### src/rtl/issue_scoreboard.sv
// In-order issue scoreboard: per-register pending-write bitmap, in-flight write counter and shared-divider ownership.
// Optional macro SCB_WB_BYPASS_EN lets a same-cycle writeback release its register to the hazard check.
module issue_scoreboard #(
  parameter int unsigned MAX_INFLIGHT = 4
) (
  input  logic        clk,
  input  logic        rst_n,
  input  logic        dec_vld,
  input  logic [4:0]  dec_rs1,
  input  logic [4:0]  dec_rs2,
  input  logic        dec_use_rs1,
  input  logic        dec_use_rs2,
  input  logic [4:0]  dec_rd,
  input  logic        dec_wb,
  input  logic        dec_div,
  input  logic        wb_vld,
  input  logic [4:0]  wb_rd,
  input  logic        div_done,
  input  logic        flush,
  output logic        issue_rdy,
  output logic [31:0] busy_vec,
  output logic [2:0]  inflight,
  output logic        div_busy
);

  localparam int unsigned REG_N = 32;
  localparam int unsigned CNT_W = 3;

  typedef enum logic {
    S_IDLE = 1'b0,
    S_BUSY = 1'b1
  } div_state_e;

  div_state_e       r_state;
  div_state_e       w_state_nxt;
  logic [REG_N-1:0] r_busy;
  logic [REG_N-1:0] w_busy_nxt;
  logic [CNT_W-1:0] r_inflight;
  logic [CNT_W-1:0] w_inflight_nxt;

  logic             w_wb_eff;
  logic [REG_N-1:0] w_wb_onehot;
  logic [REG_N-1:0] w_rd_onehot;
  logic [REG_N-1:0] w_busy_chk;
  logic             w_raw;
  logic             w_waw;
  logic             w_full;
  logic             w_div_blk;
  logic             w_fire;
  logic             w_set;

  // A writeback with nothing outstanding is spurious and has no effect.
  assign w_wb_eff    = wb_vld & (r_inflight != '0);
  assign w_wb_onehot = REG_N'(1) << wb_rd;
  assign w_rd_onehot = REG_N'(1) << dec_rd;

`ifdef SCB_WB_BYPASS_EN
  assign w_busy_chk = r_busy & ~({REG_N{w_wb_eff}} & w_wb_onehot);
`else
  assign w_busy_chk = r_busy;
`endif

  assign w_raw     = (dec_use_rs1 & w_busy_chk[dec_rs1]) | (dec_use_rs2 & w_busy_chk[dec_rs2]);
  assign w_waw     = dec_wb & w_busy_chk[dec_rd];
  assign w_full    = dec_wb & (r_inflight == CNT_W'(MAX_INFLIGHT));
  assign w_div_blk = dec_div & (r_state == S_BUSY);

  assign issue_rdy = ~flush & ~w_raw & ~w_waw & ~w_full & ~w_div_blk;
  assign w_fire    = dec_vld & issue_rdy;
  assign w_set     = w_fire & dec_wb & (dec_rd != 5'd0);

  // Pending-write bitmap: issue set wins over same-index writeback clear.
  always_comb begin
    w_busy_nxt = r_busy;
    if (flush) begin
      w_busy_nxt = '0;
    end else begin
      if (w_wb_eff) w_busy_nxt = w_busy_nxt & ~w_wb_onehot;
      if (w_set)    w_busy_nxt = w_busy_nxt | w_rd_onehot;
    end
    w_busy_nxt[0] = 1'b0;
  end

  // Outstanding writes, including rd=0 writers that never mark the bitmap.
  always_comb begin
    w_inflight_nxt = r_inflight;
    if (flush) begin
      w_inflight_nxt = '0;
    end else begin
      case ({w_fire & dec_wb, w_wb_eff})
        2'b10:   w_inflight_nxt = r_inflight + CNT_W'(1);
        2'b01:   w_inflight_nxt = r_inflight - CNT_W'(1);
        default: w_inflight_nxt = r_inflight;
      endcase
    end
  end

  // Divider ownership next state.
  always_comb begin
    w_state_nxt = r_state;
    case (r_state)
      S_IDLE:  if (w_fire & dec_div) w_state_nxt = S_BUSY;
      S_BUSY:  if (div_done)         w_state_nxt = S_IDLE;
      default: w_state_nxt = S_IDLE;
    endcase
    if (flush) w_state_nxt = S_IDLE;
  end

  always_ff @(posedge clk) begin
    if (!rst_n) begin
      r_state    <= S_IDLE;
      r_busy     <= '0;
      r_inflight <= '0;
    end else begin
      r_state    <= w_state_nxt;
      r_busy     <= w_busy_nxt;
      r_inflight <= w_inflight_nxt;
    end
  end

  assign busy_vec = r_busy;
  assign inflight = r_inflight;
  assign div_busy = (r_state == S_BUSY);

endmodule

### config.mk
export PLATFORM = sky130hd
export DESIGN_NAME = issue_scoreboard
export DESIGN_NICKNAME = d
export VERILOG_FILES = /design/src/rtl/issue_scoreboard.sv
export SDC_FILE = /design/constraint.sdc
export NUM_CORES = 1
export LEC_CHECK = 0
export CORE_MARGIN = 2
export CORE_UTILIZATION = 30
export DETAILED_ROUTE_END_ITERATION = 8
export SYNTH_ARGS = -nofsm -noshare
export SYNTH_HDL_FRONTEND = slang
export SYNTH_SLANG_ARGS = --single-unit
### constraint.sdc
create_clock -name clk -period 10.14 [get_ports clk]
set_clock_uncertainty 0.2 [all_clocks]
set_input_delay 2.028 -clock clk [delete_from_list [all_inputs] [get_ports clk]]
set_output_delay 2.028 -clock clk [all_outputs]
set_load 0.05 [all_outputs]
==> results_dict.tcl, run 1 <==
set metrics [dict create \
    firstDrtPassIters 5 \
    cts_hold_buf 0 \
    via_per_inst 5.90 \
    dp.cells 424 \
    critPathSlowestCell "clkdlybuf4s50_1" \
    setup_ws_ns 2.60 \
    power.share.switching_pct 28.4 \
    final.setup.tns_ns 0 \
    synth-warning-count 0 \
    grt_pass1_wl_mm 13.6 \
    period_share_pct 74.4 \
    drt-total-wl_mm 8.66 \
    synthesis.nets 307 \
    io_buffers 65 \
    numCtsBuffers 5 \
    wl_per_cell_um 20.0 \
    grt_use_met2_pct 29.7 \
    place_area_um2 3300 \
    pin_count 67 \
    cpPeakStageDelay_ns 0.82 \
    p_sw_w 0.0000826 \
    cts_tree "built" \
    total_power_w 0.000291 \
    grt_pass1_vias 2568 \
    combPwrFrac_pct 18.4 \
    grt_max_degree 37 \
    crit_path_cell_trace "clkdlybuf4s50_1, mux4_1, mux2i_1, o21ai_2, a2111oi_4, nand2b_1, and3_1, clkdlybuf4s50_1" \
    cts_sinks 35 \
    crit_top_cell "clkdlybuf4s50_1" \
    drc_errors 0 \
    post_cts_resized 0 \
    synth_edf_count 0 \
    clkSlewWorstSetupHoldPaths_ns 0.08 \
    cts-root-buf "clkbuf_8" \
    internal_power_w 0.000208 \
    arrival_ns 5.32 \
    synth_seq_cells 35 \
    path_class "input pin to output port" \
    synth_top_area_share_pct 26.5 \
    diodes 0 \
    grt_usage_pct 17.7 \
    synthFlopType "dfxtp_1" \
    r2r-start "busy_vec[14]$_SDFF_PP0_" \
    rsz0062_at_grt "false" \
    htreeDepth 2 \
    die_h_um 97.9 \
    syn_area_per_cell_um2 9.61 \
    critPathRequiredTime_ns 7.91 \
    synth_cell_types 53 \
    dp_hpwl_mm 6.54 \
    antenna_found_initial 0 \
    setup_violations 0 \
    slew_headroom_pct 48.9 \
    leakage_nw 1.10 \
    crit_path_start "dec_rd[0]" \
    final_cell_area_um2 3380 \
    drive_gt1_share_pct 10.2 \
    seq_area_frac_synth_pct 26.5 \
    areaGrowthSynthToFinish_pct 27.8 \
    max_cap_violations 0 \
    clkLatencyLatePin_ns 0.29 \
    synthTopCellsByArea "dfxtp_1, mux4_2, o31ai_1" \
    yosysMostFrequentCell "dfxtp_1" \
    num_vias 2547 \
    ir_drop_uv 57.4 \
    seq_power_share_pct 47.6 \
    grt_use_met3_pct 2.29 \
    grt_busiest_layer "met2" \
    hold_path_class "flop to flop" \
    worstMarginPinSlew_ns 0.748 \
    start_util_pct 30.6 \
    hp-start "inflight[2]$_SDFFE_PP0P_" \
    cp-start-kind "input pin" \
    fillCellCount 870 \
    first_iter_violations 275 \
    synth_commonest_cells "dfxtp_1, o31ai_1, mux2i_1" \
    finalHoldViolCount 0 \
    syn_inst 275 \
    die_w_um 97.9 \
    p_clk_share_pct 34.0 \
    core_region_area_um2 8640 \
    max_freq_mhz 133 \
    min_period_ns 7.54 \
    grt_overflow_total 0 \
    route.antenna.remaining_nets 0 \
    finalMaxSlewViolations 0 \
    critPathMaxFanout 14 \
    cts_buffer_depth 2 \
    stdcell_count 432 \
    status "completed" \
    row_count 34 \
    syn_area_um2 2640 \
    nNetsFinal 355 \
    dpl_worst_slack_ns 2.57 \
    async_reset_ff_share_pct 0 \
    use_met1_pct 23.9 \
    dieArea_um2 9580 \
    synth_top_area_cell "dfxtp_1" \
    gp_congestion 0.885 \
    cts_setup_buffers 0 \
    p_per_area_nw_per_um2 86.0 \
    worstSetupEndpointType "output port" \
]
metal layers:
layer,share of wire [%],up-vias
li1,-,1177
met4,1.6,0
met5,0,-
met2,48,117
met3,6.2,9
met1,44,1244
state kept, by name (all words and copies together), names as in the netlist:
| register | cells |
|---|---|
| inflight | 3 |
| busy_vec | 31 |
| div_busy | 1 |
metrics by stage:
step / utilization [%] / hold slack (ns)
3_3_place_gp: 38.2 / 0.326
4_1_cts: 39.1 / 0.341
3_5_place_dp: 38.2 / 0.329
6_report: 39.1 / 0.342
5_1_grt: 39.1 / 0.395
2_1_floorplan: - / 0.517
worst max-delay path: cells and delay by family:
family,cells,cell delay [ns]
buffers and inverters,2,1.62
AOI/OAI and AO/OA,2,0.54
muxes,2,0.79
and+or+nand+nor,2,0.33
path summary, 6_finish.rpt:
kind                               to  slack (ns)  depth (start not counted)
min          inflight[2]$_SDFFE_PP0P_        0.34                          2
max reg2reg  inflight[2]$_SDFFE_PP0P_        6.48                         11
max                         issue_rdy        2.60                          8
min reg2reg  inflight[2]$_SDFFE_PP0P_        0.34                          2
power groups by stage:
stage          Clock (W)  Sequential [W]  Combinational, W
2_1_floorplan          0        0.000142         0.0000320
3_3_place_gp           0        0.000141         0.0000527
3_5_place_dp           0        0.000141         0.0000531
4_1_cts        0.0000994        0.000138         0.0000533
5_1_grt         0.000103        0.000138         0.0000571
6_report       0.0000989        0.000138         0.0000535
logic make-up after synthesis:
group,share of synthesized area (%)
adders and majority gates,1.23
other,0.142
xor gates and xnor gates,0.663
DFF,26.5
muxes,22.8
and+or+nand+nor,16.4
AOI/OAI and AO/OA,25.6
buffers and inverters,6.67
area by class of cell:
class | count | area, µm² | area share, %
Inverter | 9 | 33.8 | 1.00
Sequential cell | 35 | 701 | 20.7
Multi-Input combinational cell | 206 | 1770 | 52.4
Timing Repair Buffer | 66 | 658 | 19.5
Clock inverter | 1 | 5.00 | 0.148
Clock buffer | 7 | 76.3 | 2.26
Tap cell | 108 | 135 | 4.00
cells in the final DEF (no fill, tap or decap), drive strengths merged, types with 2 or more instances in the layout:
master and count:
clkdlybuf4s50 65, dfxtp 35, o31ai 32, mux2i 20, o211ai 18, nand2 17, nand3 14, mux4 14
nor2 11, nand2b 10, o311ai 10, inv 9, nor2b 7, clkbuf 7, mux2 6, a21oi 5
and2 3, o21ai 3, a2111oi 3, a221oi 2, a32o 2, nor4bb 2, nor3 2, nor3b 2
and3 2, or2 2, or3 2, xor2 2, nand4 2
Power figures use the tool's default switching activity.
==> run 2, diff against run 1 <==
clock period = 7.1 ns   (was 10.14 ns; I/O delays follow)
==> run 2 against run 1 <==
Via count shrank 0.51%. First-iteration DRC count up 11%. Sequential power grew 43%. Non-clock buffer count stayed put. Critical endpoint unchanged.
==> results_dict.tcl, run 2 (synthesis gave the netlist of run 1 again) <==
set metrics [dict create \
    pin_count 67 \
    layout_commonest_cell "clkdlybuf4s50_1" \
    final.setup.tns_ns 0 \
    hold_path_class "flop to flop" \
    cts_tree "built" \
    via_per_inst 5.87 \
    grt_pass1_wl_mm 13.6 \
    wl_per_cell_um 20.1 \
    min_period_ns 6.37 \
    power.share.switching_pct 28.1 \
    num_vias 2534 \
    multi_input_area_um2 1770 \
    drt-total-wl_mm 8.67 \
    die_h_um 97.9 \
    largest_register_ffs 31 \
    drive_gt1_share_pct 10.2 \
    post_cts_resized 0 \
    grt_max_degree 37 \
    finalMaxSlewViolations 0 \
    p_per_area_nw_per_um2 122 \
    htreeDepth 2 \
    io_buffers 65 \
    setup_violations 0 \
    nNetsFinal 355 \
    cts_buffer_depth 2 \
    rsz0062_at_grt "false" \
    drc_errors 0 \
    fillCellCount 879 \
    core_region_area_um2 8640 \
    first_iter_violations 306 \
    cts_setup_buffers 0 \
    worstSetupEndpointType "output port" \
    cts-root-buf "clkbuf_8" \
    route.antenna.remaining_nets 0 \
    ff_latch_area_um2 701 \
    ir_drop_uv 72.2 \
    total_power_w 0.000413 \
    critPathMaxFanout 14 \
    dp_hpwl_mm 6.50 \
    p_clk_share_pct 33.8 \
    cts_hold_buf 0 \
    diodes 0 \
    finalHoldViolCount 0 \
    seq_power_share_pct 47.7 \
    combPwrFrac_pct 18.5 \
    firstDrtPassIters 4 \
    path_class "input pin to output port" \
    period_share_pct 89.8 \
    slew_headroom_pct 48.8 \
    row_count 34 \
    grt_overflow_total 0 \
    p_sw_w 0.000116 \
    antenna_found_initial 0 \
    status "completed" \
    cp-start-kind "input pin" \
    final_cell_mix "clkdlybuf4s50_1, dfxtp_1, o31ai_1, mux2i_1, o211ai_1" \
    max_freq_mhz 157 \
    critPathRequiredTime_ns 5.48 \
    die_w_um 97.9 \
    worstMarginPinSlew_ns 0.748 \
    arrival_ns 4.75 \
    hold_depth 2 \
    dieArea_um2 9580 \
    grt_usage_pct 17.8 \
    leakage_nw 1.10 \
    ff2ff_path_depth 11 \
    clkSlewWorstSetupHoldPaths_ns 0.07 \
    gp_congestion 0.885 \
    start_util_pct 30.6 \
    internal_power_w 0.000297 \
    cts_sinks 35 \
    areaGrowthSynthToFinish_pct 27.8 \
    clkLatencyLatePin_ns 0.29 \
    max_cap_violations 0 \
    numCtsBuffers 5 \
    r2r_slack_ns 3.48 \
    grt_pass1_vias 2476 \
]
## run 2: cell counts in the layout (fill, tap and decap cells not counted)
Identical to the previous run, type by type.
## run 2: worst paths after layout
kind	from	end
hold / removal	inflight[2]$_SDFFE_PP0P_	inflight[2]$_SDFFE_PP0P_
setup reg to reg	busy_vec[14]$_SDFF_PP0_	inflight[2]$_SDFFE_PP0P_
setup / recovery	dec_rd[0]	issue_rdy
hold reg to reg	inflight[2]$_SDFFE_PP0P_	inflight[2]$_SDFFE_PP0P_
## run 2: metal layers
layer | wire length, µm | global-route usage, %
met5 | 0 | 0
met2 | 4230 | 29.6
met3 | 526 | 2.29
met4 | 114 | 4.27
met1 | 3800 | 24.5
## run 2: area by class of cell
class	instances	share of cell area [%]
Multi-Input combinational cell	206	52.4
Clock inverter	1	0.148
Tap cell	108	4.00
Clock buffer	7	2.26
Inverter	9	1.00
Sequential cell	35	20.7
Timing Repair Buffer	66	19.5
## run 2: metrics by stage
| step | hold slack [ns] | setup slack, ns | instances | util, % | cell area [µm²] |
|---|---|---|---|---|---|
| after global placement | 0.326 | 0.826 | 424 | 38.2 | 3300 |
| final | 0.345 | 0.727 | 432 | 39.1 | 3380 |
| after detailed placement | 0.332 | 0.721 | 424 | 38.2 | 3300 |
| after global routing | 0.396 | 0.574 | 432 | 39.1 | 3380 |
| after floorplan | 0.517 | 2.19 | 275 | - | 2640 |
| after CTS | 0.344 | 0.725 | 432 | 39.1 | 3380 |
## run 2: power groups by stage
stage	clock (W)	combinational [W]	sequential, W
final	0.000140	0.0000764	0.000197
after global routing	0.000148	0.0000816	0.000197
after CTS	0.000142	0.0000761	0.000197
after detailed placement	0	0.0000758	0.000202
after global placement	0	0.0000752	0.000202
after floorplan	0	0.0000458	0.000203
## run 2: critical path, stage by stage
cell and delay (ns):
clkdlybuf4s50_1 0.84, mux4_1 0.64, mux2i_1 0.18, o21ai_2 0.09, a2111oi_4 0.46, nand2b_1 0.17
and3_1 0.16, clkdlybuf4s50_1 0.80
==> run 3, diff against run 2 <==
CORE_ASPECT_RATIO = 1.75   (was unset)
==> run 3 against run 2 <==
Critical path depth is the same. Count of clock-buffer cells in the layout shrank 1. Flip-flop and latch count is the same. Register-to-register slack lost 0.18 ns. Sequential share of layout area shrank 0.47 points. Largest power group is now clock. Cell area grew 2.3%. Critical path type unchanged.
==> results_dict.tcl, run 3 (synthesis gave the netlist of run 1 again) <==
set metrics [dict create \
    status "completed" \
    crit_path_cell_trace "clkdlybuf4s50_1, mux4_1, mux2i_1, o21ai_2, a2111oi_4, nand2b_1, and3_1, clkdlybuf4s50_1" \
    via_per_inst 5.99 \
    dieArea_um2 9610 \
    cts_buffer_depth 2 \
    ff_latch_area_um2 701 \
    min_period_ns 6.35 \
    die_h_um 128 \
    start_util_pct 30.7 \
    crit_top_cell "clkdlybuf4s50_1" \
    clkLatencyLatePin_ns 0.28 \
    cts_hold_buf 0 \
    first_iter_violations 174 \
    num_vias 2647 \
    core_region_area_um2 8610 \
    layout_commonest_cell "clkdlybuf4s50_1" \
    grt_max_degree 37 \
    nNetsFinal 356 \
    grt_overflow_total 0 \
    max_freq_mhz 158 \
    row_count 45 \
    max_cap_violations 0 \
    fillCellCount 862 \
    antenna_found_initial 0 \
    dp_hpwl_mm 7.20 \
    largest_register_ffs 31 \
    wl_per_cell_um 21.5 \
    multi_input_area_um2 1770 \
    final_cell_mix "clkdlybuf4s50_1, dfxtp_1, o31ai_1, mux2i_1, o211ai_1" \
    critPathSlowestCell "clkdlybuf4s50_1" \
    io_buffers 65 \
    grt_pass1_vias 2709 \
    drive_gt1_share_pct 10.8 \
    leakage_nw 1.13 \
    firstDrtPassIters 4 \
    areaGrowthSynthToFinish_pct 30.8 \
    pin_count 67 \
    p_per_area_nw_per_um2 142 \
    cts_tree "built" \
    numCtsBuffers 5 \
    worstMarginPinSlew_ns 0.767 \
    worstSetupEndpointType "output port" \
    cpPeakStageDelay_ns 0.83 \
    grt_usage_pct 20.3 \
    finalHoldViolCount 0 \
    drt-total-wl_mm 9.49 \
    cts_sinks 35 \
    rsz0062_at_grt "false" \
    finalMaxSlewViolations 0 \
    place_area_um2 3320 \
    critPathMaxFanout 14 \
    grt_pass1_wl_mm 14.6 \
    period_share_pct 89.4 \
    cts-root-buf "clkbuf_16" \
    slew_headroom_pct 47.6 \
    post_cts_resized 0 \
    gp_congestion 0.913 \
    clkSlewWorstSetupHoldPaths_ns 0.06 \
    ir_drop_uv 80.5 \
    arrival_ns 4.73 \
    cp-start-kind "input pin" \
    hold_path_class "flop to flop" \
    final_cell_area_um2 3460 \
    cts_setup_buffers 0 \
    die_w_um 75.0 \
    critPathRequiredTime_ns 5.48 \
    diodes 0 \
    route.antenna.remaining_nets 0 \
    drc_errors 0 \
    htreeDepth 2 \
    final.setup.tns_ns 0 \
    path_class "input pin to output port" \
    setup_violations 0 \
]
-- run 3: cell types whose count changed in the layout (fill, tap and decap cells not counted), sizes merged --
cell      previous run  this run
buf                  1         2
clkbuf               7         6
clkinvlp             0         1
-- run 3: path summary, 6_finish.rpt --
| kind | from | to | slack [ns] | cells past startpoint |
|---|---|---|---|---|
| worst max-delay path | dec_rd[0] | issue_rdy | 0.75 | 8 |
| worst min-delay path | inflight[2]$_SDFFE_PP0P_ | inflight[2]$_SDFFE_PP0P_ | 0.35 | 2 |
| worst max register to register | busy_vec[14]$_SDFF_PP0_ | inflight[2]$_SDFFE_PP0P_ | 3.30 | 11 |
| worst min register to register | inflight[2]$_SDFFE_PP0P_ | inflight[2]$_SDFFE_PP0P_ | 0.35 | 2 |
-- run 3: per-layer routing --
metal  part of all wire [%]  vias up  routed length (µm)  global-route usage (%)
met5                      0        -                   0                       0
met1                     35     1294                3350                    22.0
li1                       -     1191                   -                       -
met2                     54      130                5120                    35.6
met3                    5.8       32                 553                    2.91
met4                    4.9        0                 468                    12.2
-- run 3: power breakdown --
| group | internal, W | total, W | switching (W) |
|---|---|---|---|
| clock network | 0.000129 | 0.000216 | 0.0000867 |
| logic | 0.0000319 | 0.0000786 | 0.0000467 |
| registers | 0.000197 | 0.000198 | 0.000000702 |
| total | 0.000358 | 0.000492 | 0.000134 |
-- run 3: critical path, delay by kind of cell --
kind	cells	cell delay [ns]
buffers and inverters	2	1.62
multiplexers	2	0.80
AO/OA/AOI/OAI	2	0.56
AND/OR/NAND/NOR	2	0.33
-- run 3: metrics by stage --
stage	utilization, %	power [W]	setup WS (ns)	hold WS [ns]	cells
after floorplan	-	0.000249	2.19	0.517	275
after global placement	38.5	0.000279	0.850	0.318	434
after detailed placement	38.5	0.000280	0.781	0.344	434
after CTS	40.1	0.000496	0.771	0.351	442
after global routing	40.1	0.000508	0.604	0.360	442
final	40.1	0.000492	0.751	0.353	442
-- run 3: cell type report --
type	count	share of cell area [%]
inverter	9	0.977
tap	117	4.23
timing repair buffer	67	19.3
sequential	35	20.3
clock buffer	6	3.73
clock inverter	2	0.362
multi-input combinational	206	51.2
